`config.mk`:
```
export PLATFORM = sky130hd
export DESIGN_NAME = bid_master
export DESIGN_NICKNAME = d
export VERILOG_FILES = /design/src/rtl/bid_pkg.sv /design/src/rtl/bid_balance_tracker.sv /design/src/rtl/bid_master.sv
export SDC_FILE = /design/constraint.sdc
export NUM_CORES = 1
export LEC_CHECK = 0
export CORE_ASPECT_RATIO = 0.9
export CORE_MARGIN = 2
export CORE_UTILIZATION = 44
export DETAILED_ROUTE_END_ITERATION = 8
export PLACE_DENSITY = 0.75
export REMOVE_ABC_BUFFERS = 1
export SYNTH_ARGS = -nofsm -noshare
export SYNTH_HDL_FRONTEND = slang
export SYNTH_SLANG_ARGS = --single-unit
```
`constraint.sdc`:
```
create_clock -name clk -period 13.3 [get_ports clk]
set_clock_uncertainty 0.2 [all_clocks]
set_input_delay 1.995 -clock clk [delete_from_list [all_inputs] [get_ports clk]]
set_output_delay 1.995 -clock clk [all_outputs]
set_load 0.05 [all_outputs]
```
`src/rtl/bid_pkg.sv`:
```
// -----------------------------------------------------------------------------
// bid_pkg
// Shared types and constants for the bidding-arbiter master initiator.
//   bid_state_e : initiator FSM states (IDLE / BID / RESP)
//   ADDR_BASE   : base of the slave window every master address is built on
//   BID_W       : width of a bid on the req bus
//   BID_MAX     : largest bid the req bus can carry
//   mk_addr()   : slave/master address builder
// -----------------------------------------------------------------------------
package bid_pkg;

    typedef enum logic [1:0] {
        IDLE = 2'd0,
        BID  = 2'd1,
        RESP = 2'd2
    } bid_state_e;

    localparam logic [31:0] ADDR_BASE = 32'hFFEF_0200;
    localparam int          BID_W     = 4;
    localparam int          BID_MAX   = 15;

    // Slave index selects the 4 KB page, master id selects the byte {id,4'h0}.
    function automatic logic [31:0] mk_addr(input logic [1:0] slave,
                                            input logic [1:0] id);
        return ADDR_BASE | {18'd0, slave, 12'd0} | {26'd0, id, 4'd0};
    endfunction

endpackage

```
`src/rtl/bid_balance_tracker.sv`:
```
// -----------------------------------------------------------------------------
// bid_balance_tracker
// Shadow copy of this master's arbiter-side balance. Applies the same periodic
// refill and floor-at-1 deduction rules as the arbiter so the initiator never
// bids more than it can pay.
//
// Ports
//   clk, rst      : clock, asynchronous active-high reset
//   rst_balance   : refill amount (signed 32)
//   rst_clock     : refill period in cycles; the counter runs 0..rst_clock
//   max_balance   : ceiling applied on refill (signed 32)
//   deduct_en     : charge deduct_amt this cycle
//   deduct_amt    : amount to charge (the granted bid)
//   balance       : current balance (signed 32)
// -----------------------------------------------------------------------------
module bid_balance_tracker
    import bid_pkg::*;
#(
    parameter int INIT_BALANCE = 900
) (
    input  logic             clk,
    input  logic             rst,
    input  logic [31:0]      rst_balance,
    input  logic [31:0]      rst_clock,
    input  logic [31:0]      max_balance,
    input  logic             deduct_en,
    input  logic [BID_W-1:0] deduct_amt,
    output logic [31:0]      balance
);

    logic signed [31:0] r_balance;
    logic        [31:0] r_refill_cnt;
    logic               w_refill;

    // The sum is formed one bit wider so it is compared against the ceiling
    // before it can wrap.
    function automatic logic signed [31:0] refill_sat(input logic signed [31:0] bal,
                                                      input logic signed [31:0] add,
                                                      input logic signed [31:0] ceil);
        logic signed [32:0] sum;
        logic signed [31:0] res;
        sum = 33'(bal) + 33'(add);
        if (sum > 33'(ceil))
            res = ceil;
        else
            res = 32'(sum);
        return res;
    endfunction

    // Charging never takes the balance below 1.
    function automatic logic signed [31:0] floor_deduct(input logic signed [31:0] bal,
                                                        input logic [BID_W-1:0]  amt);
        logic signed [32:0] diff;
        logic signed [31:0] res;
        diff = 33'(bal) - $signed(33'(amt));
        if (diff < 33'sd1)
            res = 32'sd1;
        else
            res = 32'(diff);
        return res;
    endfunction

    assign w_refill = (r_refill_cnt == rst_clock);

    // A deduction that coincides with a refill is dropped, as the arbiter does.
    always_ff @(posedge clk or posedge rst) begin
        if (rst) begin
            r_balance    <= 32'(INIT_BALANCE);
            r_refill_cnt <= '0;
        end else if (w_refill) begin
            r_refill_cnt <= '0;
            r_balance    <= refill_sat(r_balance, $signed(rst_balance), $signed(max_balance));
        end else begin
            r_refill_cnt <= r_refill_cnt + 32'd1;
            if (deduct_en)
                r_balance <= floor_deduct(r_balance, deduct_amt);
        end
    end

    assign balance = r_balance;

endmodule

```
`src/rtl/bid_master.sv`:
```
// -----------------------------------------------------------------------------
// bid_master
// Master-side initiator for the four-master bidding arbiter. Takes one local
// command at a time, bids for the bus on req, escalates the bid while starved,
// aborts after MAX_WAIT ungranted cycles, and returns read data or a write
// acknowledgement on a single-cycle response strobe.
//
// Ports
//   clk, rst                   : clock, asynchronous active-high reset
//   rst_balance/rst_clock/
//   max_balance                : refill configuration mirrored from the arbiter
//   cmd_valid/cmd_ready        : command handshake (ready only in IDLE)
//   cmd_slave/cmd_rw/
//   cmd_wdata/cmd_bid          : command payload (rw: 1 = write)
//   rsp_valid/rsp_err/rsp_rdata: response strobe, abort flag, read data
//   req                        : registered bid to the arbiter (0 outside BID)
//   grant                      : arbiter grant, same cycle as req
//   addr/RW/DataToSlave        : transfer address, direction, write data
//   DataFromSlave              : read data from the slave
// -----------------------------------------------------------------------------
module bid_master
    import bid_pkg::*;
#(
    parameter int MASTER_ID    = 0,
    parameter int ESC_CYCLES   = 8,
    parameter int MAX_WAIT     = 64,
    parameter int INIT_BALANCE = 900
) (
    input  logic             clk,
    input  logic             rst,
    input  logic [31:0]      rst_balance,
    input  logic [31:0]      rst_clock,
    input  logic [31:0]      max_balance,
    input  logic             cmd_valid,
    output logic             cmd_ready,
    input  logic [1:0]       cmd_slave,
    input  logic             cmd_rw,
    input  logic [31:0]      cmd_wdata,
    input  logic [BID_W-1:0] cmd_bid,
    output logic             rsp_valid,
    output logic             rsp_err,
    output logic [31:0]      rsp_rdata,
    output logic [BID_W-1:0] req,
    input  logic             grant,
    output logic [31:0]      addr,
    output logic             RW,
    output logic [31:0]      DataToSlave,
    input  logic [31:0]      DataFromSlave
);

    bid_state_e       r_state;
    bid_state_e       w_next_state;

    logic [BID_W-1:0] r_req;
    logic [31:0]      r_addr;
    logic             r_rw;
    logic [31:0]      r_wdata;
    logic [31:0]      r_rdata;
    logic             r_rsp_err;
    logic [31:0]      r_wait_cnt;
    logic [31:0]      r_esc_cnt;

    logic [31:0]      w_balance;
    logic             w_accept;
    logic             w_granted;
    logic [31:0]      w_wait_inc;
    logic             w_abort;
    logic             w_esc_hit;

    // max(1, min(want, balance)).
    function automatic logic [BID_W-1:0] clamp_bid(input logic [BID_W-1:0] want,
                                                   input logic signed [31:0] bal);
        logic signed [31:0] v;
        v = $signed(32'(want));
        if (bal < v)
            v = bal;
        if (v < 32'sd1)
            v = 32'sd1;
        return BID_W'(v);
    endfunction

    // One step up, saturating at min(BID_MAX, balance).
    function automatic logic [BID_W-1:0] escalate_bid(input logic [BID_W-1:0] cur,
                                                      input logic signed [31:0] bal);
        logic signed [31:0] cap;
        logic signed [31:0] nxt;
        cap = (bal < 32'(BID_MAX)) ? bal : 32'(BID_MAX);
        if (cap < 32'sd1)
            cap = 32'sd1;
        nxt = $signed(32'(cur)) + 32'sd1;
        if (nxt > cap)
            nxt = cap;
        return BID_W'(nxt);
    endfunction

    bid_balance_tracker #(
        .INIT_BALANCE (INIT_BALANCE)
    ) u_bal (
        .clk         (clk),
        .rst         (rst),
        .rst_balance (rst_balance),
        .rst_clock   (rst_clock),
        .max_balance (max_balance),
        .deduct_en   (w_granted),
        .deduct_amt  (r_req),
        .balance     (w_balance)
    );

    assign w_accept   = (r_state == IDLE) && cmd_valid;
    assign w_granted  = (r_state == BID) && grant;
    assign w_wait_inc = r_wait_cnt + 32'd1;
    // Grant has priority over the abort on the same edge.
    assign w_abort    = (r_state == BID) && !grant && (w_wait_inc == 32'(MAX_WAIT));
    assign w_esc_hit  = (r_esc_cnt == 32'(ESC_CYCLES - 1));

    // State register
    always_ff @(posedge clk or posedge rst) begin
        if (rst)
            r_state <= IDLE;
        else
            r_state <= w_next_state;
    end

    // Next-state logic
    always_comb begin
        w_next_state = r_state;
        case (r_state)
            IDLE: if (cmd_valid) w_next_state = BID;
            BID:  if (grant || w_abort) w_next_state = RESP;
            RESP: w_next_state = IDLE;
            default: w_next_state = IDLE;
        endcase
    end

    // FSM outputs
    always_comb begin
        cmd_ready = 1'b0;
        rsp_valid = 1'b0;
        case (r_state)
            IDLE:    cmd_ready = 1'b1;
            RESP:    rsp_valid = 1'b1;
            default: ;
        endcase
    end

    // Command latch, bid escalation, wait counting and response capture.
    always_ff @(posedge clk or posedge rst) begin
        if (rst) begin
            r_req      <= '0;
            r_addr     <= '0;
            r_rw       <= 1'b0;
            r_wdata    <= '0;
            r_rdata    <= '0;
            r_rsp_err  <= 1'b0;
            r_wait_cnt <= '0;
            r_esc_cnt  <= '0;
        end else if (w_accept) begin
            r_addr     <= mk_addr(cmd_slave, 2'(MASTER_ID));
            r_rw       <= cmd_rw;
            r_wdata    <= cmd_wdata;
            r_req      <= clamp_bid(cmd_bid, $signed(w_balance));
            r_wait_cnt <= '0;
            r_esc_cnt  <= '0;
        end else if (r_state == BID) begin
            if (grant) begin
                r_req     <= '0;
                r_rdata   <= DataFromSlave;
                r_rsp_err <= 1'b0;
            end else begin
                r_wait_cnt <= w_wait_inc;
                if (w_abort) begin
                    r_req     <= '0;
                    r_rsp_err <= 1'b1;
                end else if (w_esc_hit) begin
                    r_esc_cnt <= '0;
                    r_req     <= escalate_bid(r_req, $signed(w_balance));
                end else begin
                    r_esc_cnt <= r_esc_cnt + 32'd1;
                end
            end
        end
    end

    assign req         = r_req;
    assign addr        = r_addr;
    assign RW          = r_rw;
    assign DataToSlave = r_wdata;
    assign rsp_err     = r_rsp_err;
    assign rsp_rdata   = r_rdata;

endmodule

```
==> results of run 1 <==
## kinds of logic after synthesis
family,after synthesis,synth area share (%)
xor+xnor,110,6.617
simple gates,776,25.85
buf+inv,178,5.551
flops,203,34.92
mux,31,2.183
fa+ha+maj,87,7.579
compound gates,389,17.27
other cells,1,0.02576
## cell usage in the layout, fill, tap and decap left out, types with 6 or more instances in the layout
cell                              netlist  layout
sky130_fd_sc_hd__o21ai_0              108     108
sky130_fd_sc_hd__a221o_1               16      16
sky130_fd_sc_hd__a21oi_1               86      86
sky130_fd_sc_hd__nor3_1                40      40
sky130_fd_sc_hd__or4_1                 15      15
sky130_fd_sc_hd__clkbuf_16              0      25
sky130_fd_sc_hd__nand3_1               58      58
sky130_fd_sc_hd__or2_2                  7       7
sky130_fd_sc_hd__mux2_2                 6       6
sky130_fd_sc_hd__xnor2_1               40      40
sky130_fd_sc_hd__clkdlybuf4s50_1        0     260
sky130_fd_sc_hd__mux2i_1               25      25
sky130_fd_sc_hd__ha_1                  85      85
sky130_fd_sc_hd__nor4b_1                6       6
sky130_fd_sc_hd__nand2b_1               6       6
sky130_fd_sc_hd__o31ai_1               18      18
sky130_fd_sc_hd__o41ai_1                6       6
sky130_fd_sc_hd__conb_1                 1      14
sky130_fd_sc_hd__or3b_2                13      13
sky130_fd_sc_hd__a21o_1                34      34
sky130_fd_sc_hd__nor2b_1               14      14
sky130_fd_sc_hd__nand2_1              311     309
sky130_fd_sc_hd__a211oi_1               8       8
sky130_fd_sc_hd__nor2_1               133     132
sky130_fd_sc_hd__xor2_1                70      70
sky130_fd_sc_hd__inv_1                 60      59
sky130_fd_sc_hd__dfrtp_1              199     199
sky130_fd_sc_hd__buf_4                 31      15
sky130_fd_sc_hd__and2_1                13      12
sky130_fd_sc_hd__o21a_1                 7       7
sky130_fd_sc_hd__a31oi_1               22      22
sky130_fd_sc_hd__and3_1                26      26
sky130_fd_sc_hd__nor4_1                29      29
sky130_fd_sc_hd__nand4_1               42      42
sky130_fd_sc_hd__o211ai_1              12      12
sky130_fd_sc_hd__o21ai_1                9       9
sky130_fd_sc_hd__or3_1                 31      31
sky130_fd_sc_hd__and4_1                17      17
## worst reg2reg max path: stages, from the launching register on
cell and delay, ns:
sky130_fd_sc_hd__dfrtp_1 0.45, sky130_fd_sc_hd__or3_1 0.49, sky130_fd_sc_hd__nor4_1 0.58, sky130_fd_sc_hd__nand3_1 0.25
sky130_fd_sc_hd__nor3_1 0.34, sky130_fd_sc_hd__nand2_1 0.10, sky130_fd_sc_hd__ha_1 0.35, sky130_fd_sc_hd__nor2_1 0.16
sky130_fd_sc_hd__nor4b_1 0.25, sky130_fd_sc_hd__ha_1 0.34, sky130_fd_sc_hd__o21bai_1 0.22, sky130_fd_sc_hd__ha_1 0.33
sky130_fd_sc_hd__nor2b_1 0.13, sky130_fd_sc_hd__o21ai_0 0.16, sky130_fd_sc_hd__nand2b_1 0.09, sky130_fd_sc_hd__a211oi_1 0.26
sky130_fd_sc_hd__nor2_1 0.09, sky130_fd_sc_hd__o22ai_1 0.41, sky130_fd_sc_hd__mux2_2 0.40, sky130_fd_sc_hd__o32a_1 0.17
sky130_fd_sc_hd__a21oi_1 0.14
## area by class of cell
class	count	area, µm²
inverter	60	232.7
antenna	1	2.502
sequential	203	5085
fill	2964	14670
timing repair buffer	275	2715
clock inverter	12	147.6
tap	422	528.0
multi-input combinational	1407	8730
clock buffer	32	681.9
## sequential cells by signal, indices dropped and copies added, names as in the netlist
signal              cells
DataToSlave            32
RW                      1
addr                    3
r_esc_cnt              32
r_state                 2
r_wait_cnt             32
req                     4
rsp_err                 1
rsp_rdata              32
u_bal.balance          32
u_bal.r_refill_cnt     32
## power breakdown
| part | switching (µW) | internal (µW) | total, µW |
|---|---|---|---|
| clock | 272 | 419 | 692 |
| combinational | 1060 | 615 | 1680 |
| sequential | 144 | 756 | 900 |
## layer usage
| layer | vias to the layer above | GRT usage (%) |
|---|---|---|
| met4 | 0 | 7.102 |
| met2 | 519 | 39.03 |
| met5 | - | 0 |
| met3 | 70 | 3.954 |
| li1 | 6705 | - |
| met1 | 6580 | 33.63 |
## cell usage after synthesis, drive strengths merged, types with 26 or more instances
| master | instances |
|---|---|
| nand2 | 311 |
| dfrtp | 199 |
| nor2 | 134 |
| o21ai | 118 |
| a21oi | 86 |
| ha | 85 |
| clkbuf | 71 |
| xor2 | 70 |
| inv | 60 |
| nand3 | 58 |
| buf | 47 |
| nand4 | 42 |
| nor3 | 40 |
| xnor2 | 40 |
| a21o | 34 |
| or3 | 32 |
| nor4 | 30 |
| and3 | 26 |
## stage by stage
step / instance area, µm² / hold WS [ns] / setup slack (ns) / util, % / power, µW
after floorplan: 14030 / 0.2821 / 5.573 / - / 2006
after global routing: 18120 / 0.2949 / 5.814 / 55.26 / 3460
final: 18120 / 0.2704 / 6.089 / 55.27 / 3268
after global placement: 17290 / 0.2564 / 5.787 / 52.73 / 2526
after detailed placement: 17290 / 0.2613 / 5.655 / 52.73 / 2561
after CTS: 18120 / 0.2762 / 6.176 / 55.26 / 3269
## worst paths after layout
path	from	end	slack [ns]
worst min-delay path	rsp_rdata[20]	rsp_rdata[20]	0.27
worst min register to register	rsp_rdata[20]	rsp_rdata[20]	0.27
worst max register to register	u_bal.balance[14]	req[1]	7.33
max in group asynchronous	rst	DataToSlave[24]	9.14
worst max-delay path	rst_balance[1]	u_bal.balance[10]	6.09
min in group asynchronous	rst	rsp_rdata[9]	1.77
==> metrics.txt, run 1 <==
register bit total from synthesis 203; number of antenna violations at the first check in global routing 1; Least-Margin Pin Slew between 1 and 1.5 ns; reported max-cap violation count 0; number of vias after detailed routing ~14000; maximum root-to-sink buffer count 3; Antenna Nets Post-Route 0; Resized cells post-CTS 0; sequential share of the synthesized area 34.92%; y dimension of the die 176.6 µm; warning count from the yosys run 0; total I/O pin count 275; worst skew pair latency 0.53 ns; Post-synth EDFFs 0; number of clock sinks 203; Cells on Worst Hold Path 2; final critical-path required period 7.211 ns; H-tree lvl count 1; Congestion Overflow GR 0; power density of the placed cells 180.3 nW/µm²; vias per std cell 5.752; maximum number of pins on one net before global-route repair 79; met1 wire length 19400 µm; floorplan core area about 33000 µm²; Rel. slew slack between 10% and 20%; RePlAce Congestion between 0.9 and 1; synthesized instance count between 1500 and 2000; mean routed wirelength per cell 17.62 µm; prevailing post-synth register cell sky130_fd_sc_hd__dfrtp_1; count of port buffers added during placement 260; CTS clock-pin slew for the worst setup and hold paths about 0.060 ns; Setup CP Type primary input to flip-flop; static power due to leakage 0.008123 µW; unrepaired setup endpoints after global routing false; CTS hold repair buffers 0; Data arrival, critical path 7.42 ns; cell area after technology mapping roughly 15000 µm²; portion of the clock cycle consumed by the worst path in the final layout 54.22%; post-synth cell types 79; number of global-route vias before repair 13650; pins over their slew limit 0; met2 wire length 18950 µm; worst hold path type flip-flop to flip-flop; growth of design area from synthesis to finish 24.47%; portion of synthesized cell area occupied by the leading cell type 34.20%; slowest cell on the critical path sky130_fd_sc_hd__clkdlybuf4s50_1; critical path fanouts, max 33; clock root cell sky130_fd_sc_hd__clkbuf_16; x dimension of the die 195.8 µm; total wire length 42500 µm; type of origin of the critical path primary input; number of nets in the layout 2229; HPWL reported at the end of detailed placement 30790 µm; number of standard cells in the final layout excluding fillers approximately 2400; Post-Syn Area per Cell 8.203 µm²; row count 63; type of destination of the critical path flip-flop; outcome complete, no violations; CTS tree done; highest metal used met4; Crit path buffers/inverters 3; DRC marker count from the first detailed-route iteration 1134; initial core utilization 44.40%; Async S/R FF share, synth 100.0%; CTS Buf Count 24; series of cell instances along the critical path clkdlybuf4s50_1 > ha_1 > a21o_1 > a21oi_1 > o211ai_1 > and4_1 > a2111oi_0 > buf_4 > o21bai_1 > a21oi_1 > xnor2_1 > ha_1 > nand4_1 > nor2_1 > a31oi_1 > o311ai_0 > nand2_1 > buf_4 > mux2_2 > a221o_1; Setup TNS 0 ns; maximum clock frequency 138.7 MHz; Met3 Wirelength between 3000 and 4000 µm; number of detailed-route iterations in the first pass 5; Total Routing Usage GR 24.20%; top cells by area in the synthesized netlist sky130_fd_sc_hd__dfrtp_1 34%, sky130_fd_sc_hd__nand2_1 8.0%, sky130_fd_sc_hd__ha_1 7.3%; largest stage delay on the critical path 0.60 ns; buffers inserted during post-CTS setup optimization 0; maximum vdd drop 0.0001204 V; leading area contributor after synthesis sky130_fd_sc_hd__dfrtp_1; number of hold-slack violations in the final timing report 0; required time at the endpoint of the critical path 13.51 ns; Total Die Area 34560 µm²; fraction of layout instances using a drive strength above 1 under 10%; R2R depth 20; post-placement cell count 2367; first-pass GRT wire length around 69000 µm; # setup viols final 0; path length in cells of the critical path 20; family of cells with the greatest summed delay on the critical path compound AO/OA/AOI/OAI gates; residual DRC count 0
No activity file was read; power rests on OpenSTA's default activity.
==> run 2, diff against run 1 <==
clock period = 7.2 ns   (was 13.3 ns; I/O delays follow)
==> run 2 against run 1 <==
  * Cell count about the same
  * Global-route usage decreased by 0.062 points
  * Non-clock buffer count unchanged
  * Critical path depth unchanged
  * Critical endpoint unchanged
  * Largest cell class unchanged
==> metrics.txt, run 2 (synthesis gave the netlist of run 1 again) <==
clock root cell sky130_fd_sc_hd__clkbuf_16; reported max-cap violation count 0; Antenna Nets Post-Route 0; Total Die Area 34560 µm²; leading cell types in the layout, fill and taps excluded 309 x sky130_fd_sc_hd__nand2_1, 260 x sky130_fd_sc_hd__clkdlybuf4s50_1, 199 x sky130_fd_sc_hd__dfrtp_1, 132 x sky130_fd_sc_hd__nor2_1, 108 x sky130_fd_sc_hd__o21ai_0; maximum clock frequency 161.6 MHz; critical path fanouts, max 19; R2R depth 21; number of antenna violations at the first check in global routing 2; unrepaired setup endpoints after global routing false; mean routed wirelength per cell 17.53 µm; HPWL reported at the end of detailed placement 30480 µm; final critical-path required period approximately 6.2 ns; last element of the critical path u_bal.balance[10]; vias per std cell 5.784; x dimension of the die 195.8 µm; reg-to-reg setup timing slack about 1.2 ns; worst hold path type flip-flop to flip-flop; total I/O pin count 275; power density of the placed cells roughly 340 nW/µm²; Rel. slew slack 21.52%; number of global-route vias before repair 13360; CTS Buf Count 24; maximum root-to-sink buffer count 3; Worst Setup SP rst_balance[1]; post-route core utilization a little under three fifths; Reg-to-Reg End req[1]; DRC marker count from the first detailed-route iteration 1046; number of hold-slack violations in the final timing report 0; initial core utilization 44.40%; Total Routing Usage GR between 20% and 30%; residual DRC count 0; Setup CP Type primary input to flip-flop; total wire length approximately 42000 µm; portion of the clock cycle consumed by the worst path in the final layout 85.96%; maximum number of pins on one net before global-route repair 135; CTS hold repair buffers 0; Data arrival, critical path 6.39 ns; floorplan core area 32790 µm²; Congestion Overflow GR 0; outcome complete, no violations; fraction of layout instances using a drive strength above 1 about 4.9%; # setup viols final 0; number of clock sinks 203; reg-to-reg startpoint u_bal.balance[8]; final worst-path setup slack roughly 1.0 ns; growth of design area from synthesis to finish 24.90%; first-pass GRT wire length 68900 µm; RePlAce Congestion 0.9088; type of destination of the critical path flip-flop; number of antenna cells inserted 0; count of port buffers added during placement 260; worst skew pair latency 0.52 ns; number of nets in the layout 2229; buffers inserted during post-CTS setup optimization 0; Total Power between 6000 and 7000 µW; maximum vdd drop 0.0002135 V; Resized cells post-CTS 0; CTS tree done; H-tree lvl count 1; static power due to leakage approximately 0.0082 µW; required time at the endpoint of the critical path ~7.4 ns; number of detailed-route iterations in the first pass 5; pre-CTS setup slack a little over 0.6 ns; row count 63; type of origin of the critical path primary input; commonest non-fill, non-tap cell in the layout sky130_fd_sc_hd__nand2_1; pins over their slew limit 0; Setup TNS 0 ns; y dimension of the die 176.6 µm; CTS clock-pin slew for the worst setup and hold paths 0.06 ns; number of vias after detailed routing between 10000 and 15000; Least-Margin Pin Slew 1.174 ns
## run 2: worst min path at each step
stage,start,slack [ns],cells past startpoint,endpoint
after floorplan,r_esc_cnt[0],0.28,1,r_esc_cnt[0]
after global placement,rsp_rdata[31],0.26,2,rsp_rdata[31]
after detailed placement,rsp_rdata[3],0.26,2,rsp_rdata[3]
after CTS,rsp_rdata[3],0.28,2,rsp_rdata[3]
after global routing,rsp_rdata[21],0.30,2,rsp_rdata[21]
final,DataToSlave[6],0.27,2,DataToSlave[6]
## run 2: per-layer routing
layer,track usage [%],vias up,part of all wire [%]
met5,0,-,0.057
met4,6.597,4,2.7
met2,39.08,516,45
met1,33.60,6613,46
met3,3.954,87,6.7
li1,-,6719,-
## run 2: worst max-delay path, stage by stage
cell	delay, ns
sky130_fd_sc_hd__clkdlybuf4s50_1	0.51
sky130_fd_sc_hd__ha_1	0.34
sky130_fd_sc_hd__a21o_1	0.18
sky130_fd_sc_hd__a21oi_1	0.27
sky130_fd_sc_hd__o211ai_1	0.28
sky130_fd_sc_hd__and4_1	0.32
sky130_fd_sc_hd__a2111oi_0	0.43
sky130_fd_sc_hd__buf_4	0.20
sky130_fd_sc_hd__o21bai_1	0.16
sky130_fd_sc_hd__a21oi_1	0.20
sky130_fd_sc_hd__xnor2_1	0.11
sky130_fd_sc_hd__ha_1	0.30
sky130_fd_sc_hd__nand2_1	0.08
sky130_fd_sc_hd__nor4_1	0.37
sky130_fd_sc_hd__a31oi_1	0.17
sky130_fd_sc_hd__o311ai_0	0.19
sky130_fd_sc_hd__nand2_1	0.32
sky130_fd_sc_hd__buf_12	0.26
sky130_fd_sc_hd__mux2_2	0.28
sky130_fd_sc_hd__a221o_1	0.29
## run 2: per-stage QoR
step | cell area, µm² | cells | hold slack [ns]
floorplan | 14030 | 1670 | 0.2821
global route | 18190 | 2410 | 0.2959
detailed placement | 17300 | 2367 | 0.2610
global placement | 17300 | 2367 | 0.2557
finish | 18190 | 2410 | 0.2704
CTS | 18190 | 2410 | 0.2755
## run 2: area by class of cell
class / instances / area, µm²
fill: 2947 / 14610
multi-input combinational: 1407 / 8730
sequential: 203 / 5085
timing repair buffer: 275 / 2728
clock buffer: 34 / 709.4
tap: 422 / 528.0
inverter: 60 / 232.7
clock inverter: 9 / 173.9
## run 2: where the power goes
part | leakage, µW | internal (µW) | switching [µW]
clock network | 0.000435 | 862 | 491
registers | 0.00263 | 1400 | 261
logic | 0.00509 | 1140 | 1960
==> run 3, diff against run 2 <==
GPL_ROUTABILITY_DRIVEN = 0   (was default)
MAX_ROUTING_LAYER = met4   (was default)
==> run 3 against run 2 <==
  * Wire length up 0.82%
  * Fmax down 0.35%
  * Hold slack about the same
  * Sequential share of layout area about the same
  * Sequential power about the same
  * Core utilization about the same
  * First-iteration DRC count down 0.38%
  * Worst setup slack worse by 0.022 ns
  * Clock-buffer cell count down 2
  * Register-to-register slack better by 0.11 ns
  * Combinational power about the same
  * Flip-flop and latch count unchanged
==> metrics.txt, run 3 (synthesis gave the netlist of run 1 again) <==
type of destination of the critical path flip-flop; pre-CTS setup slack approximately 0.57 ns; residual DRC count 0; static power due to leakage 0.008157 µW; buffers inserted during post-CTS setup optimization 0; worst skew pair latency approximately 0.53 ns; floorplan core area about 33000 µm²; number of antenna cells inserted 0; number of detailed-route iterations in the first pass 7; required time at the endpoint of the critical path 7.40 ns; row count 63; Setup CP Type primary input to flip-flop; portion of the clock cycle consumed by the worst path in the final layout 86.26%; post-route core utilization 55.48%; Total Routing Usage GR 24.85%; combinational group share of total power 50.2%; number of nets in the layout 2228; growth of design area from synthesis to finish 24.95%; pins over their slew limit 0; maximum number of pins on one net before global-route repair 144; first-pass GRT wire length 69080 µm; vias per std cell 5.822; final critical-path required period 6.211 ns; commonest non-fill, non-tap cell in the layout sky130_fd_sc_hd__nand2_1; CTS Buf Count 24; clock root cell sky130_fd_sc_hd__clkbuf_16; critical path fanouts, max 23; Setup TNS 0 ns; mean routed wirelength per cell 17.69 µm; cell-internal power between 3000 and 4000 µW; fraction of layout instances using a drive strength above 1 4.834%; initial core utilization about 44%; maximum vdd drop 0.0002631 V; Antenna Nets Post-Route 0; H-tree lvl count 1; total I/O pin count 275; Switching Fraction 44.09%; clock network power share 22.8%; Resized cells post-CTS 0; reg-to-reg setup timing slack 1.33 ns; Total Die Area 34560 µm²; HPWL reported at the end of detailed placement 30480 µm; CTS hold repair buffers 0; number of vias after detailed routing 14020; Least-Margin Pin Slew 1.153 ns; Data arrival, critical path 6.41 ns; worst hold path type flip-flop to flip-flop; number of clock sinks roughly 200; power density of the placed cells approximately 340 nW/µm²; y dimension of the die 176.6 µm; final worst-path setup slack approximately 1 ns; number of hold-slack violations in the final timing report 0; maximum root-to-sink buffer count 3; CTS clock-pin slew for the worst setup and hold paths 0.06 ns; maximum clock frequency 161.0 MHz; number of antenna violations at the first check in global routing 0; outcome complete, no violations; unrepaired setup endpoints after global routing false; count of port buffers added during placement 260; reported max-cap violation count 0; DRC marker count from the first detailed-route iteration 1042; total wire length 42590 µm; CTS tree done; leading cell types in the layout, fill and taps excluded 309 x sky130_fd_sc_hd__nand2_1, 260 x sky130_fd_sc_hd__clkdlybuf4s50_1, 199 x sky130_fd_sc_hd__dfrtp_1, 132 x sky130_fd_sc_hd__nor2_1, 108 x sky130_fd_sc_hd__o21ai_0; proportion of power drawn by flip-flops and latches between 20% and 30%; Congestion Overflow GR 0; number of global-route vias before repair 13486; P_sw 2708 µW; # setup viols final 0; type of origin of the critical path primary input; x dimension of the die 195.8 µm; Rel. slew slack between 20% and 30%
## run 3: worst max-delay path, stage by stage
cell                              delay, ns
sky130_fd_sc_hd__clkdlybuf4s50_1       0.51
sky130_fd_sc_hd__ha_1                  0.35
sky130_fd_sc_hd__a21o_1                0.19
sky130_fd_sc_hd__a21oi_1               0.30
sky130_fd_sc_hd__o211ai_1              0.30
sky130_fd_sc_hd__and4_1                0.33
sky130_fd_sc_hd__a2111oi_0             0.47
sky130_fd_sc_hd__buf_4                 0.21
sky130_fd_sc_hd__o21ai_0               0.08
sky130_fd_sc_hd__o311ai_0              0.20
sky130_fd_sc_hd__xnor2_1               0.15
sky130_fd_sc_hd__ha_1                  0.31
sky130_fd_sc_hd__nand4_1               0.12
sky130_fd_sc_hd__nor4_1                0.38
sky130_fd_sc_hd__o311ai_0              0.25
sky130_fd_sc_hd__nand2_1               0.15
sky130_fd_sc_hd__buf_4                 0.34
sky130_fd_sc_hd__mux2_2                0.39
sky130_fd_sc_hd__a221o_1               0.29
## run 3: cell type report
class | count | area [µm²]
inverters | 60 | 232.7
clock inverters | 10 | 240.2
well taps | 422 | 528.0
flip-flops and latches | 203 | 5085
clock buffers | 32 | 670.6
fillers | 2995 | 14600
repair buffers | 274 | 2708
multi-input cells | 1407 | 8730
## run 3: worst paths after layout
kind                                        from  cells past startpoint                end
worst max-delay path              rst_balance[1]                     19  u_bal.balance[10]
worst min-delay path               rsp_rdata[22]                      2      rsp_rdata[22]
worst max register to register  u_bal.balance[8]                     21             req[1]
worst min register to register     rsp_rdata[22]                      2      rsp_rdata[22]
max in group asynchronous                    rst                      3   u_bal.balance[5]
min in group asynchronous                    rst                      2       rsp_rdata[5]
## run 3: through the flow
| step | power, µW | cell area (µm²) | instances | hold slack, ns |
|---|---|---|---|---|
| floorplan | 3705 | 14030 | 1670 | 0.2821 |
| global placement | 4651 | 17280 | 2366 | 0.2563 |
| detailed placement | 4720 | 17280 | 2366 | 0.2615 |
| CTS | 6151 | 18190 | 2408 | 0.2764 |
| global route | 6508 | 18190 | 2408 | 0.2908 |
| finish | 6142 | 18190 | 2408 | 0.2703 |
## run 3: metal layers
metal	share of wire [%]	track usage [%]	vias up
met2	45	38.87	526
met5	0	-	-
met4	2.6	7.134	0
met1	45	33.63	6707
met3	6.7	3.782	81
li1	-	-	6706
## run 3: power by group through the flow
stage / Combinational, µW / Clock [µW] / Sequential (µW)
after global placement: 2990 / 0 / 1660
after floorplan: 1450 / 0 / 2250
after global routing: 3340 / 1480 / 1690
after CTS: 3070 / 1430 / 1650
final: 3080 / 1400 / 1660
after detailed placement: 3050 / 0 / 1670
